`src/rtl/ctrl_vector_seq.sv`:
```
// ctrl_vector_seq -- stored control-vector sequencer.
//
// Control vectors are written into DEPTH slots while the block is idle or
// done. A run then replays them from slot 0. Each vector takes two cycles
// (APPLY, CHECK). In step mode the block pauses after each vector until
// step is pulsed. A run ends at the first slot flagged "last", or at slot
// DEPTH-1 if no slot is flagged.
//
// Optional feature macro: CTRL_VECTOR_SEQ_COMPARE_EN.
// When it is defined, each slot also holds an expected result. That value is
// compared against dut_result on the way out of CHECK, and failures are
// counted in err_count and flagged on mismatch. When it is undefined,
// load_exp and dut_result are ignored and err_count/mismatch read zero.
// Sequencing is the same in both builds.
module ctrl_vector_seq #(
    parameter  int unsigned VEC_W = 42,
    parameter  int unsigned DEPTH = 16,
    parameter  int unsigned RES_W = 8,
    localparam int unsigned AW    = $clog2(DEPTH)
) (
    input  logic             Clock,
    input  logic             Reset,
    input  logic             load_we,
    input  logic [AW-1:0]    load_addr,
    input  logic [VEC_W-1:0] load_vec,
    input  logic [RES_W-1:0] load_exp,
    input  logic             load_last,
    input  logic             start,
    input  logic             step_mode,
    input  logic             step,
    input  logic [RES_W-1:0] dut_result,
    output logic [VEC_W-1:0] ctrl_out,
    output logic             ctrl_valid,
    output logic [AW-1:0]    vec_num,
    output logic [15:0]      err_count,
    output logic             mismatch,
    output logic             busy,
    output logic             done
);

    localparam logic [AW-1:0] FIRST_IDX = '0;
    localparam logic [AW-1:0] LAST_IDX  = AW'(DEPTH - 1);

    typedef enum logic [2:0] {
        S_IDLE,
        S_APPLY,
        S_CHECK,
        S_PAUSE,
        S_DONE
    } state_t;

    state_t           state_q;
    logic [VEC_W-1:0] vec_mem_q [DEPTH];
    logic [DEPTH-1:0] last_q;
    logic [VEC_W-1:0] ctrl_out_q;
    logic             ctrl_valid_q;
    logic [AW-1:0]    vec_num_q;
    logic [AW-1:0]    vec_num_d;
    logic             load_ok;
    logic             final_vec;

    // Storage is only writable outside a run, so a run always sees a stable table.
    assign load_ok   = Reset && load_we && ((state_q == S_IDLE) || (state_q == S_DONE));
    assign vec_num_d = vec_num_q + AW'(1);
    // The current vector ends the run if it is flagged, or if it is the top slot.
    assign final_vec = last_q[vec_num_q] || (vec_num_q == LAST_IDX);

`ifdef CTRL_VECTOR_SEQ_COMPARE_EN
    logic [RES_W-1:0] exp_mem_q [DEPTH];
    logic [15:0]      err_count_q;
    logic [15:0]      err_count_d;
    logic             mismatch_q;
    logic             cmp_fail;

    assign cmp_fail    = (dut_result != exp_mem_q[vec_num_q]);
    assign err_count_d = (err_count_q == 16'hFFFF) ? err_count_q : err_count_q + 16'd1;

    // Expected-result storage; like the vectors, it survives reset.
    always_ff @(posedge Clock) begin
        if (load_ok) begin
            exp_mem_q[load_addr] <= load_exp;
        end
    end

    assign err_count = err_count_q;
    assign mismatch  = mismatch_q;
`else
    logic unused_compare_inputs;
    assign unused_compare_inputs = ^{load_exp, dut_result};

    assign err_count = '0;
    assign mismatch  = 1'b0;
`endif

    // Vector storage: no reset, so stored data is reusable after an abort.
    always_ff @(posedge Clock) begin
        if (load_ok) begin
            vec_mem_q[load_addr] <= load_vec;
        end
    end

    // Run sequencer: state, applied vector, index, last flags and compare status.
    always_ff @(posedge Clock) begin
        if (!Reset) begin
            state_q      <= S_IDLE;
            ctrl_out_q   <= '0;
            ctrl_valid_q <= 1'b0;
            vec_num_q    <= '0;
            last_q       <= '0;
`ifdef CTRL_VECTOR_SEQ_COMPARE_EN
            err_count_q  <= '0;
            mismatch_q   <= 1'b0;
`endif
        end else begin
            ctrl_valid_q <= 1'b0;
`ifdef CTRL_VECTOR_SEQ_COMPARE_EN
            mismatch_q   <= 1'b0;
`endif
            case (state_q)
                S_IDLE, S_DONE: begin
                    // A load wins over start in the same cycle.
                    if (load_we) begin
                        last_q[load_addr] <= load_last;
                    end else if (start) begin
                        state_q      <= S_APPLY;
                        vec_num_q    <= FIRST_IDX;
                        ctrl_out_q   <= vec_mem_q[FIRST_IDX];
                        ctrl_valid_q <= 1'b1;
`ifdef CTRL_VECTOR_SEQ_COMPARE_EN
                        err_count_q  <= '0;
`endif
                    end
                end

                S_APPLY: begin
                    state_q <= S_CHECK;
                end

                S_CHECK: begin
`ifdef CTRL_VECTOR_SEQ_COMPARE_EN
                    if (cmp_fail) begin
                        err_count_q <= err_count_d;
                        mismatch_q  <= 1'b1;
                    end
`endif
                    if (final_vec) begin
                        state_q    <= S_DONE;
                        ctrl_out_q <= '0;
                    end else if (step_mode) begin
                        state_q <= S_PAUSE;
                    end else begin
                        state_q      <= S_APPLY;
                        vec_num_q    <= vec_num_d;
                        ctrl_out_q   <= vec_mem_q[vec_num_d];
                        ctrl_valid_q <= 1'b1;
                    end
                end

                S_PAUSE: begin
                    // Only step releases a pause; dropping step_mode here has no effect.
                    if (step) begin
                        state_q      <= S_APPLY;
                        vec_num_q    <= vec_num_d;
                        ctrl_out_q   <= vec_mem_q[vec_num_d];
                        ctrl_valid_q <= 1'b1;
                    end
                end

                default: begin
                    state_q <= S_IDLE;
                end
            endcase
        end
    end

    assign ctrl_out   = ctrl_out_q;
    assign ctrl_valid = ctrl_valid_q;
    assign vec_num    = vec_num_q;
    assign busy       = (state_q == S_APPLY) || (state_q == S_CHECK) || (state_q == S_PAUSE);
    assign done       = (state_q == S_DONE);

endmodule
```
`config.mk`:
```
export PLATFORM = sky130hd
export DESIGN_NAME = ctrl_vector_seq
export DESIGN_NICKNAME = d
export VERILOG_FILES = /design/src/rtl/ctrl_vector_seq.sv
export SDC_FILE = /design/constraint.sdc
export NUM_CORES = 1
export LEC_CHECK = 0
export CAP_MARGIN = 20
export CORE_UTILIZATION = 65
export DETAILED_ROUTE_END_ITERATION = 10
export PLACE_DENSITY = 0.85
export SLEW_MARGIN = 10
export SYNTH_ARGS = -nofsm -noshare
export SYNTH_HDL_FRONTEND = slang
export SYNTH_SLANG_ARGS = --single-unit
```
`constraint.sdc`:
```
create_clock -name Clock -period 6.6 [get_ports Clock]
set_input_delay 0.99 -clock Clock [delete_from_list [all_inputs] [get_ports Clock]]
set_output_delay 0.99 -clock Clock [all_outputs]
set_load 0.02 [all_outputs]
```
==> results of run 1 <==
[worst reg2reg max path, cell delays in order, from the launching register on]
cell	delay, ns
dfxtp_4	0.96
ha_4	0.32
xor2_4	0.78
buf_4	0.87
nand2_1	0.19
nand3_1	0.25
a32oi_2	0.16
a211oi_2	0.40
[kinds of logic after synthesis]
family,share of synthesized area
flip-flops,0.737
buffers and inverters,0.0237
XOR/XNOR,0.00171
adder cells (fa/ha/maj),0.000429
AND/OR/NAND/NOR,0.0504
other,0.000128
multiplexers,0.137
AO/OA/AOI/OAI,0.0503
[state kept, by name, summed over array words and instances (netlist names)]
| name | count |
|---|---|
| ctrl_out | 42 |
| ctrl_valid | 1 |
| last_q | 16 |
| state_q | 3 |
| vec_mem_q | 672 |
| vec_num | 4 |
[through the flow]
stage	hold WS, ns	instance area, um^2	instances	utilization	setup slack [ns]
6_report	0.481	33100	2304	0.750	2.57
5_1_grt	0.521	33100	2303	0.749	2.47
4_1_cts	0.478	33100	2299	0.748	2.63
3_5_place_dp	0.468	30800	2173	0.696	2.28
3_3_place_gp	0.459	30800	2173	0.696	2.35
2_1_floorplan	0.450	29200	1570	-	2.44
[worst paths after layout]
path,start,to,slack [ns],cells past startpoint
min reg2reg,last_q[13],last_q[13],0.48,2
max,vec_num[0],ctrl_out[8],2.57,7
max reg2reg,vec_num[0],ctrl_out[8],2.57,7
min,last_q[13],last_q[13],0.48,2
[layout make-up]
| class | count | area share |
|---|---|---|
| clock buffers | 99 | 0.0602 |
| diodes | 3 | 0.000227 |
| clock inverters | 27 | 0.00978 |
| inverters | 3 | 0.000378 |
| well taps | 592 | 0.0223 |
| repair buffers | 135 | 0.0398 |
| flip-flops and latches | 738 | 0.649 |
| multi-input cells | 707 | 0.218 |
[cell usage in the layout (no fill, tap or decap), types with 3 or more instances in the layout]
cell type,netlist,layout
o21ai_0,8,8
a21oi_1,55,55
nand2b_1,7,6
clkbuf_16,0,73
a32oi_1,27,27
nor2_1,43,27
a211oi_2,40,40
edfxtp_1,672,672
nand3_1,92,92
dfxtp_1,66,65
mux2i_1,9,9
bufinv_16,0,7
clkdlybuf4s50_1,0,101
conb_1,1,17
nor2_4,0,16
a32oi_2,17,17
diode_2,0,3
mux4_2,172,172
nor2b_1,3,3
or3b_1,3,3
clkbuf_8,0,7
clkinvlp_4,0,3
nand2_1,181,181
buf_4,27,31
clkbuf_1,62,19
nor3_1,4,4
o2111ai_1,3,3
clkinv_2,0,15
[per-layer routing]
metal | up-vias | part of all wire
li1 | 6436 | -
met1 | 8358 | 0.34
met2 | 1464 | 0.49
met3 | 279 | 0.12
met4 | 6 | 0.050
met5 | - | 0.00040
[cells in the mapped netlist, drive strengths merged]
cell type  instances  share of area
or3                1        0.00021
buf               60          0.015
clkbuf            62         0.0080
a22oi              1        0.00026
dfxtp             66          0.045
or2                1        0.00021
nand3b             2        0.00051
a221oi             1        0.00030
mux2i             10         0.0039
a21oi             55         0.0094
nor2b              3        0.00064
inv                3        0.00039
ha                 1        0.00043
nand4              2        0.00043
and2               2        0.00043
a211oi            42          0.018
nor3               4        0.00069
nor3b              1        0.00026
o221ai             1        0.00051
xor2               1        0.00030
a32oi             44          0.018
a211o              1        0.00030
conb               1        0.00013
o2111ai            4         0.0018
o21ai              9         0.0015
o22ai              1        0.00021
xnor2              3         0.0014
or3b               3        0.00090
edfxtp           672           0.69
nand2b             7         0.0015
nor2              43         0.0055
mux4             172           0.13
nand2            181          0.023
o211a              1        0.00034
nand3             92          0.016
o221a              1        0.00039
[power groups by stage]
stage / logic, mW / registers (mW) / clock network (mW)
final: 0.495 / 5.19 / 4.13
after global placement: 0.447 / 5.28 / 0
after global routing: 0.514 / 5.19 / 4.31
after floorplan: 0.245 / 5.31 / 0
after CTS: 0.485 / 5.19 / 4.12
after detailed placement: 0.467 / 5.29 / 0
==> impl_metrics.tcl, run 1 <==
set metrics [dict create \
    status "complete, no violations" \
    grt_use_met3 0.0732 \
    synth_warnings 0 \
    clock_sinks 738 \
    area_growth_pct 13.6 \
    h-tree-depth 3 \
    leakage_nw 10.2 \
    setup_viol 0 \
    port_buffers 101 \
    start_kind "register" \
    max_stage_delay_ns 0.96 \
    p_per_area_mw_per_mm2 296 \
    wl_per_cell_um 32.6 \
    tightest_slew_ns 1.15 \
    design.die.area_mm2 0.0458 \
    crit_buf_inv 1 \
    p_seq_frac 0.529 \
    first_pass_iters 6 \
    critPathKind "register to register" \
    ctsResizeCount 0 \
    power_mw 9.82 \
    routed_via_density 7.18 \
    multi_input_area_mm2 0.00724 \
    ant_nets 0 \
    met1_usage 0.439 \
    maxSlewHeadroom 0.233 \
    crit_fanout 62 \
    antenna_found_initial 5 \
    clk_latency_ns 0.60 \
    fp.dieH_um 214 \
    routed_wl_um 75200 \
    grt_pass1_wl_um 107000 \
    drt_iter0_drc 2487 \
    path_clk_slew_ns 0.06 \
    critPathArrivalTime_ns 4.51 \
    grt_start_max_net_pins 66 \
    switchingPower_mw 2.09 \
    vias 16543 \
    finClkSkew_ns 0.0225 \
    nNetsFinal 1727 \
    final_hold_viol_count 0 \
    holdBufCountCts 0 \
    cts_setup_buffers 0 \
    crit_chain "ha_4 > xor2_4 > buf_4 > nand2_1 > nand3_1 > a32oi_2 > a211oi_2" \
    clockBufferDepth 3 \
    maxClockFrequency_mhz 248 \
    critPathSlowestCell "dfxtp_4" \
    power_frac_clock 0.421 \
    swShare 0.213 \
    row_count 77 \
    p_int_mw 7.73 \
    gr-max-usage-layer "met2" \
    core_area_mm2 0.0442 \
    fillers 2228 \
    tns_ns 0 \
    netlist_instances 1554 \
    numCtsBuffers 72 \
    drc 0 \
    finalCritPeriodShare 0.611 \
    crit_path_end_kind "register" \
    start_util 0.660 \
    hold_class "register to register" \
    ys_seq_area_frac 0.737 \
    ir_drop_mv 0.216 \
    grt_overflow 0 \
    synth_cell_type_count 47 \
    fin_crit_ns 4.03 \
    cts-root-buf "clkbuf_16" \
    rsz0062_at_grt "no" \
    hpwl_um 34700 \
    place_congestion 0.814 \
    maxSlewViolCount 0 \
    cts_tree "done" \
    chipWidth_um 214 \
    syn-cell-area_mm2 0.0292 \
    synth_seq_cells 738 \
    drive_above_1_share 0.234 \
    grt_pass1_vias 16759 \
    grt.total_usage 0.332 \
    timing.max_cap.violations 0 \
    crit_family "flip-flops" \
    regArea_mm2 0.0215 \
    io_pins 135 \
    grt_use_met2 0.531 \
    worstPathRequired_ns 7.07 \
    synth_area_per_cell_um2 18.8 \
    p_comb_frac 0.050 \
]
Power figures use the tool's default switching activity.
==> inputs of run 2 (changes only) <==
Settings changed: CORE_UTILIZATION 65 to 54, PLACE_DENSITY 0.85 to 0.75.
Clock period 6.6 ns to 3.4 ns, I/O delays scaled along.
==> run 2 against run 1 <==
Against the previous run: clock skew shrank 0.0031 ns; final cell count grew 5.5%; sequential cell count is the same; maximum frequency grew 38%; clock power grew 85%; core utilization shrank 11 points; first-iteration DRC count shrank 21%; combinational power grew 93%; clock-buffer cell count shrank 2; critical path type unchanged; largest power group unchanged.
==> impl_metrics.tcl, run 2 (synthesis results as in run 1) <==
set metrics [dict create \
    crit_fanout 13 \
    ctsResizeCount 0 \
    start_util 0.551 \
    top_register "vec_mem_q" \
    grt.total_usage 0.244 \
    drt_iter0_drc 1958 \
    first_pass_iters 6 \
    chipWidth_um 234 \
    ant_nets 0 \
    clockBufferDepth 3 \
    fin_ws_ns 0.471 \
    largest_reg_flops 672 \
    rsz0062_at_grt "no" \
    regArea_mm2 0.0215 \
    setup_viol 0 \
    start_kind "register" \
    cts_tree "done" \
    worstPathRequired_ns 3.91 \
    fp.dieH_um 234 \
    final_hold_viol_count 0 \
    stdcell_area_mm2 0.0336 \
    maxSlewViolCount 0 \
    fillers 3506 \
    reg2reg_slack_ns 0.47 \
    grt_pass1_wl_um 97000 \
    nNetsFinal 1753 \
    h-tree-depth 3 \
    path_clk_slew_ns 0.06 \
    io_pins 135 \
    multi_input_area_mm2 0.00724 \
    worstRegToRegCells 6 \
    hpwl_um 34500 \
    finalCritPeriodShare 0.862 \
    crit_path_end_kind "register" \
    maxClockFrequency_mhz 341 \
    hold_depth 2 \
    core_area_mm2 0.0530 \
    min_to "last_q[11]" \
    power_mw 18.7 \
    grt_overflow 0 \
    numCtsBuffers 72 \
    critPathKind "register to register" \
    hp-start "last_q[11]" \
    leakage_nw 10.4 \
    layout.cells.most_common "edfxtp_1" \
    routed_via_density 6.32 \
    timing.max_cap.violations 0 \
    row_count 84 \
    place_congestion 0.793 \
    clock_sinks 738 \
    finClkSkew_ns 0.0194 \
    hold_class "register to register" \
    dpl_worst_slack_ns 0.438 \
    placed_area_mm2 0.0314 \
    cts_setup_buffers 0 \
    fin_crit_ns 2.93 \
    regToRegStartpoint "vec_num[1]" \
    tightest_slew_ns 0.963 \
    grt_start_max_net_pins 68 \
    port_buffers 101 \
    critPathArrivalTime_ns 3.44 \
    drc 0 \
    final_cell_mix "edfxtp_1 (672), nand2_1 (181), mux4_2 (172)" \
    maxSlewHeadroom 0.355 \
    cts-root-buf "clkbuf_16" \
    antenna_found_initial 2 \
    ir_drop_mv 0.343 \
    grt_pass1_vias 15526 \
    design.die.area_mm2 0.0550 \
    clk_latency_ns 0.61 \
    tns_ns 0 \
    r2r-end "ctrl_out[7]" \
    area_growth_pct 15.2 \
    holdBufCountCts 0 \
    drive_above_1_share 0.241 \
    vias 15357 \
    status "complete, no violations" \
    p_per_area_mw_per_mm2 555 \
    routed_wl_um 65300 \
    wl_per_cell_um 26.8 \
]
==> run 2: power by group <==
group          leakage (nW)  switching [mW]  internal, mW
Combinational          2.67           0.579         0.375
Sequential             6.59          0.0577          10.0
Clock                  1.10            3.30          4.35
==> run 2: how the worst max path moves through the flow <==
stage	startpoint	end
after floorplan	load_we	vec_mem_q[7][0]
after detailed placement	load_we	vec_mem_q[7][0]
after global routing	vec_num[1]	ctrl_out[8]
final	vec_num[1]	ctrl_out[7]
after global placement	load_we	vec_mem_q[7][7]
after CTS	vec_num[1]	ctrl_out[7]
==> run 2: worst max-delay path: stages, from the launching register on <==
cell and delay (ns):
dfxtp_1 0.60, mux4_2 0.60, mux2i_4 0.28, o221a_2 0.66, buf_12 0.24, a32oi_2 0.16
a211oi_2 0.27
==> run 2: area by class of cell <==
cell class	count	share of cell area
well taps	688	0.0256
flip-flops and latches	738	0.640
inverters	3	0.000372
diodes	1	0.0000744
clock buffers	97	0.0567
multi-input cells	707	0.215
clock inverters	36	0.0103
repair buffers	161	0.0520
==> run 2: metal layers <==
metal / up-vias / share of wire / global-route usage
met5: - / 0.00015 / 0
met4: 2 / 0.021 / 0.0698
met3: 107 / 0.085 / 0.0488
met2: 776 / 0.49 / 0.389
met1: 7959 / 0.40 / 0.345
li1: 6513 / - / -
==> run 2: through the flow <==
| stage | hold slack, ns | utilization | std cells |
|---|---|---|---|
| final | 0.494 | 0.635 | 2431 |
| after global routing | 0.510 | 0.635 | 2431 |
| after CTS | 0.486 | 0.635 | 2430 |
| after detailed placement | 0.475 | 0.592 | 2297 |
| after global placement | 0.458 | 0.592 | 2297 |
| after floorplan | 0.450 | - | 1570 |
